### config.mk
export PLATFORM = sky130hd
export DESIGN_NAME = rcb_reg_bus_arbiter_flat
export DESIGN_NICKNAME = d
export VERILOG_FILES = /design/src/rtl/rcb_reg_bus_arbiter_if.sv /design/src/rtl/rcb_reg_bus_arbiter.sv /design/src/flat_wrapper.sv
export SDC_FILE = /design/constraint.sdc
export NUM_CORES = 1
export LEC_CHECK = 0
export ABC_CLOCK_PERIOD_IN_PS = 2500
export CAP_MARGIN = 5
export CORE_MARGIN = 5
export CORE_UTILIZATION = 40
export DETAILED_ROUTE_END_ITERATION = 6
export PLACE_DENSITY = 0.76
export SETUP_SLACK_MARGIN = 0.02
export SLEW_MARGIN = 20
export SYNTH_ARGS = -nofsm -noshare
export SYNTH_HDL_FRONTEND = slang
export SYNTH_SLANG_ARGS = --single-unit
### constraint.sdc
create_clock -name clk_100m -period 2.5 [get_ports clk_100m]
set_clock_uncertainty 0.15 [all_clocks]
set_input_delay 0.5 -clock clk_100m [delete_from_list [all_inputs] [get_ports clk_100m]]
set_output_delay 0.5 -clock clk_100m [all_outputs]
set_load 0.05 [all_outputs]
### src/rtl/rcb_reg_bus_arbiter_if.sv
// Signal bundle around rcb_reg_bus_arbiter: SPI slave internal interface,
// local FPGA requester and the shared register bus.
// The arbiter connects through the master modport. Its environment (the SPI
// slave, the local requester and the register bank, or a bench) uses the
// slave modport.
interface rcb_reg_bus_arbiter_if;

    // SPI slave internal interface
    logic [15:0] spi_addr;
    logic        spi_addr_rdy;
    logic [31:0] spi_wdata;
    logic        spi_wdata_rdy;
    logic        spi_rd_done;
    logic [31:0] spi_rdata;

    // Local requester
    logic        loc_req;
    logic        loc_we;
    logic [15:0] loc_addr;
    logic [31:0] loc_wdata;
    logic        loc_done;
    logic [31:0] loc_rdata;

    // Register bus and status
    logic [15:0] bus_addr;
    logic [31:0] bus_wdata;
    logic        bus_we;
    logic        bus_re;
    logic [31:0] bus_rdata;
    logic        bus_ack;
    logic        bus_timeout;
    logic [15:0] err_cnt;

    modport master (
        input  spi_addr, spi_addr_rdy, spi_wdata, spi_wdata_rdy, spi_rd_done,
        output spi_rdata,
        input  loc_req, loc_we, loc_addr, loc_wdata,
        output loc_done, loc_rdata,
        output bus_addr, bus_wdata, bus_we, bus_re,
        input  bus_rdata, bus_ack,
        output bus_timeout, err_cnt
    );

    modport slave (
        output spi_addr, spi_addr_rdy, spi_wdata, spi_wdata_rdy, spi_rd_done,
        input  spi_rdata,
        output loc_req, loc_we, loc_addr, loc_wdata,
        input  loc_done, loc_rdata,
        input  bus_addr, bus_wdata, bus_we, bus_re,
        output bus_rdata, bus_ack,
        input  bus_timeout, err_cnt
    );

endinterface

### src/rtl/rcb_reg_bus_arbiter.sv
// rcb_reg_bus_arbiter: shares one internal register bus between the SPI slave
// and one local requester. SPI address strobes start a speculative read
// (register reads are side-effect free). SPI write data strobes start a write
// to the last latched address. SPI always beats the local requester, but an
// access already on the bus is never aborted.
//
// Optional feature: define RCB_ARB_TIMEOUT_CNT_EN to build a saturating
// timeout counter on err_cnt. Without it err_cnt is tied to zero.
module rcb_reg_bus_arbiter #(
    parameter int unsigned ACK_TIMEOUT = 8,
    parameter logic [31:0] TO_RDATA    = 32'hDEADBEEF
) (
    input  logic                         clk_100m,
    input  logic                         rst_n_syn,
    rcb_reg_bus_arbiter_if.master        arb
);

    localparam int unsigned CNT_W = (ACK_TIMEOUT > 1) ? $clog2(ACK_TIMEOUT) : 1;
    localparam logic [CNT_W-1:0] CNT_LAST = CNT_W'(ACK_TIMEOUT - 1);

    typedef enum logic [2:0] {
        ST_IDLE,
        ST_SPI_RD,
        ST_SPI_WR,
        ST_LOC_RD,
        ST_LOC_WR
    } state_e;

    state_e            state_q, state_d;
    logic [CNT_W-1:0]  wait_cnt_q, wait_cnt_d;

    logic              pend_rd_q, pend_rd_d;
    logic              pend_wr_q, pend_wr_d;
    logic [15:0]       spi_addr_lat_q, spi_addr_lat_d;
    logic [31:0]       spi_wdata_lat_q, spi_wdata_lat_d;

    logic [15:0]       bus_addr_q, bus_addr_d;
    logic [31:0]       bus_wdata_q, bus_wdata_d;
    logic              bus_we_q, bus_we_d;
    logic              bus_re_q, bus_re_d;
    logic              bus_timeout_q, bus_timeout_d;
    logic [31:0]       spi_rdata_q, spi_rdata_d;
    logic              loc_done_q, loc_done_d;
    logic [31:0]       loc_rdata_q, loc_rdata_d;

    logic              grant_rd;
    logic              grant_wr;
    logic              in_access;
    logic              ack_hit;
    logic              to_hit;
    logic [31:0]       rd_val;

    // An ack only counts while an access is on the bus. The timeout fires in
    // the last allowed wait cycle, so a strobe is held ACK_TIMEOUT cycles.
    assign in_access = (state_q != ST_IDLE);
    assign ack_hit   = in_access && arb.bus_ack;
    assign to_hit    = in_access && !arb.bus_ack && (wait_cnt_q == CNT_LAST);
    assign rd_val    = ack_hit ? arb.bus_rdata : TO_RDATA;

    // Arbitration, access sequencing and registered bus/response outputs.
    always_comb begin
        // NOTE: every variable gets its hold/idle value first, so no path
        // through the case below can leave one unassigned and infer a latch.
        state_d       = state_q;
        wait_cnt_d    = wait_cnt_q;
        bus_addr_d    = bus_addr_q;
        bus_wdata_d   = bus_wdata_q;
        bus_we_d      = bus_we_q;
        bus_re_d      = bus_re_q;
        bus_timeout_d = 1'b0;
        loc_done_d    = 1'b0;
        spi_rdata_d   = spi_rdata_q;
        loc_rdata_d   = loc_rdata_q;
        grant_rd      = 1'b0;
        grant_wr      = 1'b0;

        case (state_q)
            ST_IDLE: begin
                wait_cnt_d = '0;
                // A pending write finishes an earlier frame, so it goes before
                // the speculative read of the next one.
                if (pend_wr_q) begin
                    state_d     = ST_SPI_WR;
                    bus_addr_d  = spi_addr_lat_q;
                    bus_wdata_d = spi_wdata_lat_q;
                    bus_we_d    = 1'b1;
                    grant_wr    = 1'b1;
                end else if (pend_rd_q) begin
                    state_d    = ST_SPI_RD;
                    bus_addr_d = spi_addr_lat_q;
                    bus_re_d   = 1'b1;
                    grant_rd   = 1'b1;
                end else if (arb.loc_req && !loc_done_q) begin
                    // The requester still holds loc_req while it sees
                    // loc_done, so that cycle must not start a new access.
                    bus_addr_d = arb.loc_addr;
                    if (arb.loc_we) begin
                        state_d     = ST_LOC_WR;
                        bus_wdata_d = arb.loc_wdata;
                        bus_we_d    = 1'b1;
                    end else begin
                        state_d  = ST_LOC_RD;
                        bus_re_d = 1'b1;
                    end
                end
            end

            ST_SPI_RD,
            ST_SPI_WR,
            ST_LOC_RD,
            ST_LOC_WR: begin
                if (ack_hit || to_hit) begin
                    state_d       = ST_IDLE;
                    bus_we_d      = 1'b0;
                    bus_re_d      = 1'b0;
                    bus_timeout_d = to_hit;
                    if (state_q == ST_SPI_RD) begin
                        spi_rdata_d = rd_val;
                    end
                    if (state_q == ST_LOC_RD) begin
                        loc_rdata_d = rd_val;
                    end
                    if ((state_q == ST_LOC_RD) || (state_q == ST_LOC_WR)) begin
                        loc_done_d = 1'b1;
                    end
                end else begin
                    wait_cnt_d = wait_cnt_q + CNT_W'(1);
                end
            end

            default: begin
                state_d  = ST_IDLE;
                bus_we_d = 1'b0;
                bus_re_d = 1'b0;
            end
        endcase
    end

    // SPI strobe capture. A new strobe beats a same-cycle grant or cancel, so
    // no strobe is ever lost. A repeated address simply overwrites the latch.
    always_comb begin
        pend_rd_d       = pend_rd_q;
        pend_wr_d       = pend_wr_q;
        spi_addr_lat_d  = spi_addr_lat_q;
        spi_wdata_lat_d = spi_wdata_lat_q;

        // spi_rd_done only matters while the read is still waiting.
        if (grant_rd || arb.spi_rd_done) begin
            pend_rd_d = 1'b0;
        end
        if (arb.spi_addr_rdy) begin
            pend_rd_d      = 1'b1;
            spi_addr_lat_d = arb.spi_addr;
        end

        if (grant_wr) begin
            pend_wr_d = 1'b0;
        end
        if (arb.spi_wdata_rdy) begin
            pend_wr_d       = 1'b1;
            spi_wdata_lat_d = arb.spi_wdata;
        end
    end

    // State, pending-strobe and output registers. Reset drops all strobes at once.
    always_ff @(posedge clk_100m or negedge rst_n_syn) begin
        if (!rst_n_syn) begin
            state_q         <= ST_IDLE;
            wait_cnt_q      <= '0;
            pend_rd_q       <= 1'b0;
            pend_wr_q       <= 1'b0;
            spi_addr_lat_q  <= 16'hFFFF;
            spi_wdata_lat_q <= '0;
            bus_addr_q      <= 16'hFFFF;
            bus_wdata_q     <= '0;
            bus_we_q        <= 1'b0;
            bus_re_q        <= 1'b0;
            bus_timeout_q   <= 1'b0;
            spi_rdata_q     <= '0;
            loc_done_q      <= 1'b0;
            loc_rdata_q     <= '0;
        end else begin
            // NOTE: non-blocking assignments so every register samples the
            // pre-edge values, independent of statement order.
            state_q         <= state_d;
            wait_cnt_q      <= wait_cnt_d;
            pend_rd_q       <= pend_rd_d;
            pend_wr_q       <= pend_wr_d;
            spi_addr_lat_q  <= spi_addr_lat_d;
            spi_wdata_lat_q <= spi_wdata_lat_d;
            bus_addr_q      <= bus_addr_d;
            bus_wdata_q     <= bus_wdata_d;
            bus_we_q        <= bus_we_d;
            bus_re_q        <= bus_re_d;
            bus_timeout_q   <= bus_timeout_d;
            spi_rdata_q     <= spi_rdata_d;
            loc_done_q      <= loc_done_d;
            loc_rdata_q     <= loc_rdata_d;
        end
    end

`ifdef RCB_ARB_TIMEOUT_CNT_EN
    logic [15:0] err_cnt_q;

    // Count completed timeouts, saturating. Only reset clears it.
    always_ff @(posedge clk_100m or negedge rst_n_syn) begin
        if (!rst_n_syn) begin
            err_cnt_q <= '0;
        end else if (bus_timeout_q && (err_cnt_q != 16'hFFFF)) begin
            err_cnt_q <= err_cnt_q + 16'd1;
        end
    end

    assign arb.err_cnt = err_cnt_q;
`else
    assign arb.err_cnt = 16'h0;
`endif

    assign arb.bus_addr    = bus_addr_q;
    assign arb.bus_wdata   = bus_wdata_q;
    assign arb.bus_we      = bus_we_q;
    assign arb.bus_re      = bus_re_q;
    assign arb.bus_timeout = bus_timeout_q;
    assign arb.spi_rdata   = spi_rdata_q;
    assign arb.loc_done    = loc_done_q;
    assign arb.loc_rdata   = loc_rdata_q;

endmodule

### src/flat_wrapper.sv
// flat-port wrapper written by rule: the top's interface ports become plain ports
module rcb_reg_bus_arbiter_flat 
#(
    parameter int unsigned ACK_TIMEOUT = 8,
    parameter logic [31:0] TO_RDATA    = 32'hDEADBEEF
)
  (clk_100m, rst_n_syn, arb_spi_addr, arb_spi_addr_rdy, arb_spi_wdata, arb_spi_wdata_rdy, arb_spi_rd_done, arb_spi_rdata, arb_loc_req, arb_loc_we, arb_loc_addr, arb_loc_wdata, arb_loc_done, arb_loc_rdata, arb_bus_addr, arb_bus_wdata, arb_bus_we, arb_bus_re, arb_bus_rdata, arb_bus_ack, arb_bus_timeout, arb_err_cnt);
  rcb_reg_bus_arbiter_if arb_i ();
  input  logic clk_100m;
  input  logic rst_n_syn;
  input wire logic [$bits(arb_i.spi_addr)-1:0] arb_spi_addr;
  input wire logic [$bits(arb_i.spi_addr_rdy)-1:0] arb_spi_addr_rdy;
  input wire logic [$bits(arb_i.spi_wdata)-1:0] arb_spi_wdata;
  input wire logic [$bits(arb_i.spi_wdata_rdy)-1:0] arb_spi_wdata_rdy;
  input wire logic [$bits(arb_i.spi_rd_done)-1:0] arb_spi_rd_done;
  output wire logic [$bits(arb_i.spi_rdata)-1:0] arb_spi_rdata;
  input wire logic [$bits(arb_i.loc_req)-1:0] arb_loc_req;
  input wire logic [$bits(arb_i.loc_we)-1:0] arb_loc_we;
  input wire logic [$bits(arb_i.loc_addr)-1:0] arb_loc_addr;
  input wire logic [$bits(arb_i.loc_wdata)-1:0] arb_loc_wdata;
  output wire logic [$bits(arb_i.loc_done)-1:0] arb_loc_done;
  output wire logic [$bits(arb_i.loc_rdata)-1:0] arb_loc_rdata;
  output wire logic [$bits(arb_i.bus_addr)-1:0] arb_bus_addr;
  output wire logic [$bits(arb_i.bus_wdata)-1:0] arb_bus_wdata;
  output wire logic [$bits(arb_i.bus_we)-1:0] arb_bus_we;
  output wire logic [$bits(arb_i.bus_re)-1:0] arb_bus_re;
  input wire logic [$bits(arb_i.bus_rdata)-1:0] arb_bus_rdata;
  input wire logic [$bits(arb_i.bus_ack)-1:0] arb_bus_ack;
  output wire logic [$bits(arb_i.bus_timeout)-1:0] arb_bus_timeout;
  output wire logic [$bits(arb_i.err_cnt)-1:0] arb_err_cnt;
  assign arb_i.spi_addr = arb_spi_addr;
  assign arb_i.spi_addr_rdy = arb_spi_addr_rdy;
  assign arb_i.spi_wdata = arb_spi_wdata;
  assign arb_i.spi_wdata_rdy = arb_spi_wdata_rdy;
  assign arb_i.spi_rd_done = arb_spi_rd_done;
  assign arb_spi_rdata = arb_i.spi_rdata;
  assign arb_i.loc_req = arb_loc_req;
  assign arb_i.loc_we = arb_loc_we;
  assign arb_i.loc_addr = arb_loc_addr;
  assign arb_i.loc_wdata = arb_loc_wdata;
  assign arb_loc_done = arb_i.loc_done;
  assign arb_loc_rdata = arb_i.loc_rdata;
  assign arb_bus_addr = arb_i.bus_addr;
  assign arb_bus_wdata = arb_i.bus_wdata;
  assign arb_bus_we = arb_i.bus_we;
  assign arb_bus_re = arb_i.bus_re;
  assign arb_i.bus_rdata = arb_bus_rdata;
  assign arb_i.bus_ack = arb_bus_ack;
  assign arb_bus_timeout = arb_i.bus_timeout;
  assign arb_err_cnt = arb_i.err_cnt;
  rcb_reg_bus_arbiter #(.ACK_TIMEOUT(ACK_TIMEOUT), .TO_RDATA(TO_RDATA)) u_core (.clk_100m(clk_100m), .rst_n_syn(rst_n_syn), .arb(arb_i));
endmodule
Word-level counts from Yosys, hierarchy flattened
Index checks and enable logic that the tools add are counted.
{"block": "op_classes", "add_sub_neg": 1, "multipliers": 0, "n_div": 0, "magnitude_cmp": 0, "n_eq_ne": 15, "n_shift": 0, "n_mux": 41, "bitwise": 0, "reduce_logical": 26}
{"op": "32-bit two-way mux", "count": 5}
{"op": "16-bit two-way mux", "count": 3}
{"op": "1-bit two-way mux", "count": 23}
{"op": "3-bit two-way mux", "count": 6}
{"op": "3-bit case mux with 2 select lines", "count": 2}
{"op": "4-bit AND reduction", "count": 3}
{"op": "2-bit nonzero test", "count": 5}
{"op": "3-bit by 2-bit equality test with 1-bit output (second input constant)", "count": 2}
{"op": "3-bit equality test (second input constant)", "count": 2}
{"op": "2-bit inequality test (second input constant)", "count": 3}
{"op": "3-bit by 1-bit inequality test with 1-bit output (second input constant)", "count": 2}
{"op": "3-bit by 2-bit inequality test with 1-bit output (second input constant)", "count": 2}
{"op": "2-bit AND reduction", "count": 3}
{"op": "3-bit AND reduction", "count": 2}
{"op": "3-bit nonzero test", "count": 2}
{"op": "1-bit logical AND", "count": 4}
{"op": "4-bit by 1-bit inequality test with 1-bit output (second input constant)", "count": 1}
{"op": "1-bit case mux with 2 select lines", "count": 2}
{"op": "4-bit OR reduction", "count": 1}
{"op": "3-bit by 1-bit adder with 3-bit output (second input constant)", "count": 1}
{"op": "3-bit by 1-bit equality test with 1-bit output (second input constant)", "count": 1}
{"op": "3-bit logical NOT", "count": 1}
{"op": "1-bit logical OR", "count": 3}
{"op": "3-bit inequality test (second input constant)", "count": 1}
{"op": "other kinds (2)", "count": 3}
{"block": "totals", "register_bits": 172, "latchBits": 0, "mem_bits_rw": 0, "rom_bits": 0, "in_bits": 136, "out_inout_bits": 132, "memories": 0}

Longest topological paths before layout
{"block": "logic_depth", "depth_word": 6, "mapped_depth": 6, "depth_no_buf": 5}

Worst setup path before layout
Ideal clock, no wire load.
{"block": "synth_timing", "path_kind": "register to register", "start": "reg u_core.wait_cnt_q[0]", "end": "reg u_core.spi_rdata_q[10] (netlist: u_core.arb.spi_rdata[10])", "setup_time_ns": 0.125, "arrival_ns": 1.707, "required_time_ns": 2.225, "setup_slack_ns": 0.518, "stages_incl_launch_ff": 7, "n_path_buf": 1, "path_cell_list": "dfrtp_1 -> ha_1 -> ha_1 -> nor2_2 -> nor3_2 -> buf_4 -> mux2_2"}
{"block": "synth_via", "elab_chain_len": 4}
{"element": "start, declared", "line": "rcb_reg_bus_arbiter.sv:30", "text": "logic [CNT_W-1:0] wait_cnt_q, wait_cnt_d;"}
{"element": "start signal, assigned", "line": "rcb_reg_bus_arbiter.sv:186", "text": "wait_cnt_q <= wait_cnt_d;"}
{"element": "3-bit equality test", "line": "rcb_reg_bus_arbiter.sv:57", "text": "assign to_hit = in_access && !arb.bus_ack && (wait_cnt_q == CNT_LAST);"}
{"element": "1-bit logical AND", "line": "rcb_reg_bus_arbiter.sv:57"}
{"element": "1-bit logical OR", "line": "rcb_reg_bus_arbiter.sv:112", "text": "if (ack_hit || to_hit) begin"}
{"element": "3-bit AND reduction (no source line)"}
{"element": "end signal, assigned", "line": "rcb_reg_bus_arbiter.sv:196", "text": "spi_rdata_q <= spi_rdata_d;"}
{"element": "end, declared", "line": "rcb_reg_bus_arbiter.sv:42", "text": "logic [31:0] spi_rdata_q, spi_rdata_d;"}
No other way between the ends.
A chain may end at the register's enable or synchronous reset.

Worst setup path in the final report
{"block": "layout_timing", "start": "reg u_core.bus_addr_q[15] (netlist: u_core.arb.bus_addr[15])", "end": "out arb_bus_addr[15]"}
{"element": "start, declared", "line": "rcb_reg_bus_arbiter.sv:37", "text": "logic [15:0] bus_addr_q, bus_addr_d;"}
{"element": "start signal, assigned", "line": "rcb_reg_bus_arbiter.sv:191", "text": "bus_addr_q <= bus_addr_d;"}
{"element": "end, declared", "line": "flat_wrapper.sv:23", "text": "output wire logic [$bits(arb_i.bus_addr)-1:0] arb_bus_addr;"}
No word-level cell between the ends.

==> flow_summary.toml <==
[run_status]
status = "finished, final reports clean"

[placed_design]
dp_cells = 1090
portBuffers = 251
hpwlAfterDp_um = 15000
routabilityCongestion = 0.762

[global_route]
grt_pass1_vias = 5950
grtUsageMet1_pct = 23.3
grt_overflow = 0
use_met2_pct = 29.9
grt_pass1_wl_um = 32600
grt.total_usage_pct = 18.2
antenna_found_initial = 0
busiest_layer = "met2"
grt_max_degree = 54
grt_use_met3_pct = 4.52

[critical_path]
critical-path-slowest-cell = "clkdlybuf4s50_1"
critPathBufInv = 1
worstPathRequired_ns = 1.85
worstSetupStartpointType = "flop"
crit_family = "buffers and inverters"
critical-path-max-stage-delay_ns = 0.82
path_cells = "clkdlybuf4s50_1"
worstSetupPathType = "flop to output port"
critPathMaxFanout = 2
arrival_ns = 1.78
endpoint_kind = "output port"

[logic_synthesis]
synth-compound-area-share_pct = 6.44
ys_warn_count = 0
syn-mean-instance-area_um2 = 13.3
yosys_register_bits = 172
syn_inst = 602
synth_flop_cell = "dfrtp_1"
synth-async-reset-ratio_pct = 100
synth-simple-area-share_pct = 8.25
synth.area.mux_share_pct = 24.8
synth_top_family_by_area = "multiplexers"
seq_area_frac_synth_pct = 54.4
synth-xor-area-share_pct = 0
synth_adder_area_share_pct = 0.455
post_synth_num_cell_types = 46
netlist_area_um2 = 7980
synth_edf_count = 0

[finish]
fillCellCount = 1667
finalNonFillerCells = 1123
drive_above_1_share_pct = 28.6
area_growth_pct = 41.9
fin_nets = 983
antenna_cells = 0

[sta]
setup_viol = 0
slew_viol_final = 0
rsz0062_at_grt = "no"
fmax_mhz = 412
hold_viol = 0
setup_tns_ns = 0
final.period_utilization_pct = 97.1
worst_pin_slew_ns = 0.784
layout_min_cycle_time_ns = 2.43
relSlewSlack_pct = 47.7

[detailed_routing]
drc = 0
vias_per_cell = 5.11
ant_nets = 0
routed_wl_um = 21200
wl_per_cell_um = 18.9
drt_iter0_markers = 195
dr_total_vias = 5743
drt_first_pass_iters = 7

[power_and_ir_drop]
power_density_nw_per_um2 = 1330
irDropWorstVdd_mv = 0.603
leakagePower_uw = 0.00443

[cts]
cts_tree = "yes"
htreeDepth = 4
clock-root-buffer = "clkbuf_16"
cts_buffer_depth = 2
clock-sinks = 172
cts_buffers = 17
clkSlewWorstSetupHoldPaths_ns = 0.07
clock_latency_ns = 0.42

[floorplanning]
die_y_um = 151
pin_count = 268
row_count = 51
initial_core_util_pct = 40.9
die_area_um2 = 22900
die_x_um = 151
coreArea_um2 = 19500

[job]
max_cap_viol_count = 0

[worst_hold_path]
hold_path.class = "flop to flop"
[sequential cells by signal, indices dropped and copies added (netlist names)]
signal                  cells
u_core.spi_wdata_lat_q     32
u_core.state_q              3
u_core.arb.bus_we           1
u_core.arb.bus_wdata       32
u_core.arb.bus_timeout      1
u_core.arb.spi_rdata       32
u_core.wait_cnt_q           3
u_core.pend_rd_q            1
u_core.arb.bus_re           1
u_core.spi_addr_lat_q      16
u_core.arb.bus_addr        16
u_core.arb.loc_done         1
u_core.arb.loc_rdata       32
u_core.pend_wr_q            1
[cell usage after synthesis, types with 2 or more instances]
master | number | share of area [%]
nand2b_1 | 3 | 0.24
or2_1 | 21 | 1.6
nor2_2 | 2 | 0.16
a21oi_1 | 41 | 2.6
nor3_1 | 4 | 0.25
or2_2 | 5 | 0.39
ha_1 | 2 | 0.31
or4_1 | 32 | 3.0
inv_1 | 2 | 0.094
buf_4 | 23 | 2.2
nand2_1 | 2 | 0.094
and3_1 | 8 | 0.63
or3_1 | 3 | 0.24
o21ai_0 | 8 | 0.50
mux2_2 | 134 | 19
buf_6 | 13 | 1.8
dfstp_2 | 32 | 11
mux2_4 | 10 | 1.9
dfrtp_1 | 140 | 44
nor2_1 | 3 | 0.14
o22ai_1 | 32 | 2.5
buf_2 | 8 | 0.50
mux2i_1 | 32 | 4.0
clkbuf_1 | 20 | 0.94
[worst paths after layout]
kind | startpoint | end | slack (ns) | cells past startpoint
setup / recovery | u_core.arb.bus_addr[15]$_DFFE_PN1P_ | arb_bus_addr[15] | 0.07 | 1
hold / removal | u_core.arb.spi_rdata[20]$_DFFE_PN0P_ | u_core.arb.spi_rdata[20]$_DFFE_PN0P_ | 0.36 | 1
setup reg to reg | u_core.wait_cnt_q[0]$_DFFE_PN0P_ | u_core.arb.loc_rdata[28]$_DFFE_PN0P_ | 0.46 | 6
hold reg to reg | u_core.arb.spi_rdata[20]$_DFFE_PN0P_ | u_core.arb.spi_rdata[20]$_DFFE_PN0P_ | 0.36 | 1
max in group asynchronous | rst_n_syn | u_core.arb.bus_addr[9]$_DFFE_PN1P_ | 1.04 | 3
min in group asynchronous | rst_n_syn | u_core.arb.bus_wdata[1]$_DFFE_PN0P_ | 0.44 | 2
[cells in the final DEF, fill, tap and decap left out, types with 4 or more instances in the layout]
master,instances
dfrtp_1,140
and3_1,8
conb_1,16
mux2_2,134
clkbuf_16,17
inv_6,5
clkdlybuf4s50_1,248
a21oi_1,41
dfstp_2,32
or4_1,32
or2_1,21
buf_12,8
o21ai_0,8
o22ai_1,32
or2_2,5
mux2_4,10
nor3_1,4
mux2i_1,32
buf_4,15
[final cells by class]
class | instances | area, um^2 | area share [%]
inverter | 2 | 7.51 | 0.0663
tap | 265 | 332 | 2.93
multi-input combinational | 378 | 3270 | 28.9
clock buffer | 17 | 425 | 3.76
sequential | 172 | 4340 | 38.4
timing repair buffer | 274 | 2790 | 24.6
clock inverter | 15 | 156 | 1.38
[logic make-up (layout without fill, tap and decap cells)]
family / Yosys count / in the layout
simple gates: 95 / 95
other cells: 1 / 16
mux: 176 / 176
fa+ha+maj: 3 / 3
buf+inv: 67 / 308
compound gates: 88 / 88
flops: 172 / 172
[metrics by stage]
step	area (um^2)	utilization [%]	setup WS (ns)	power, uW	hold WS (ns)
floorplan	8040	-	0.518	9920	0.0544
detailed placement	10700	54.9	0.134	12500	0.328
CTS	11300	58.0	0.0268	15200	0.360
global placement	10700	54.9	0.209	12400	0.330
global route	11300	58.0	0.0276	15800	0.371
finish	11300	58.0	0.0737	15000	0.357
[power by group]
part / internal (uW) / total, uW / switching [uW]
registers: 3830 / 4450 / 615
clock network: 1410 / 2620 / 1210
logic: 3060 / 7940 / 4880
total: 8310 / 15000 / 6700
[timing repair]
item	in CTS	in global routing
setup buffers	0	0
setup endpoints to repair	0	1
hold endpoints to repair	41	0
gates resized for setup	0	1
hold buffers	1	0
[layer usage]
metal	wire length, um	vias to the layer above
met4	478	0
met5	0	-
met2	10500	188
li1	-	2652
met1	8790	2870
met3	1390	33
Power figures use the tool's default switching activity.
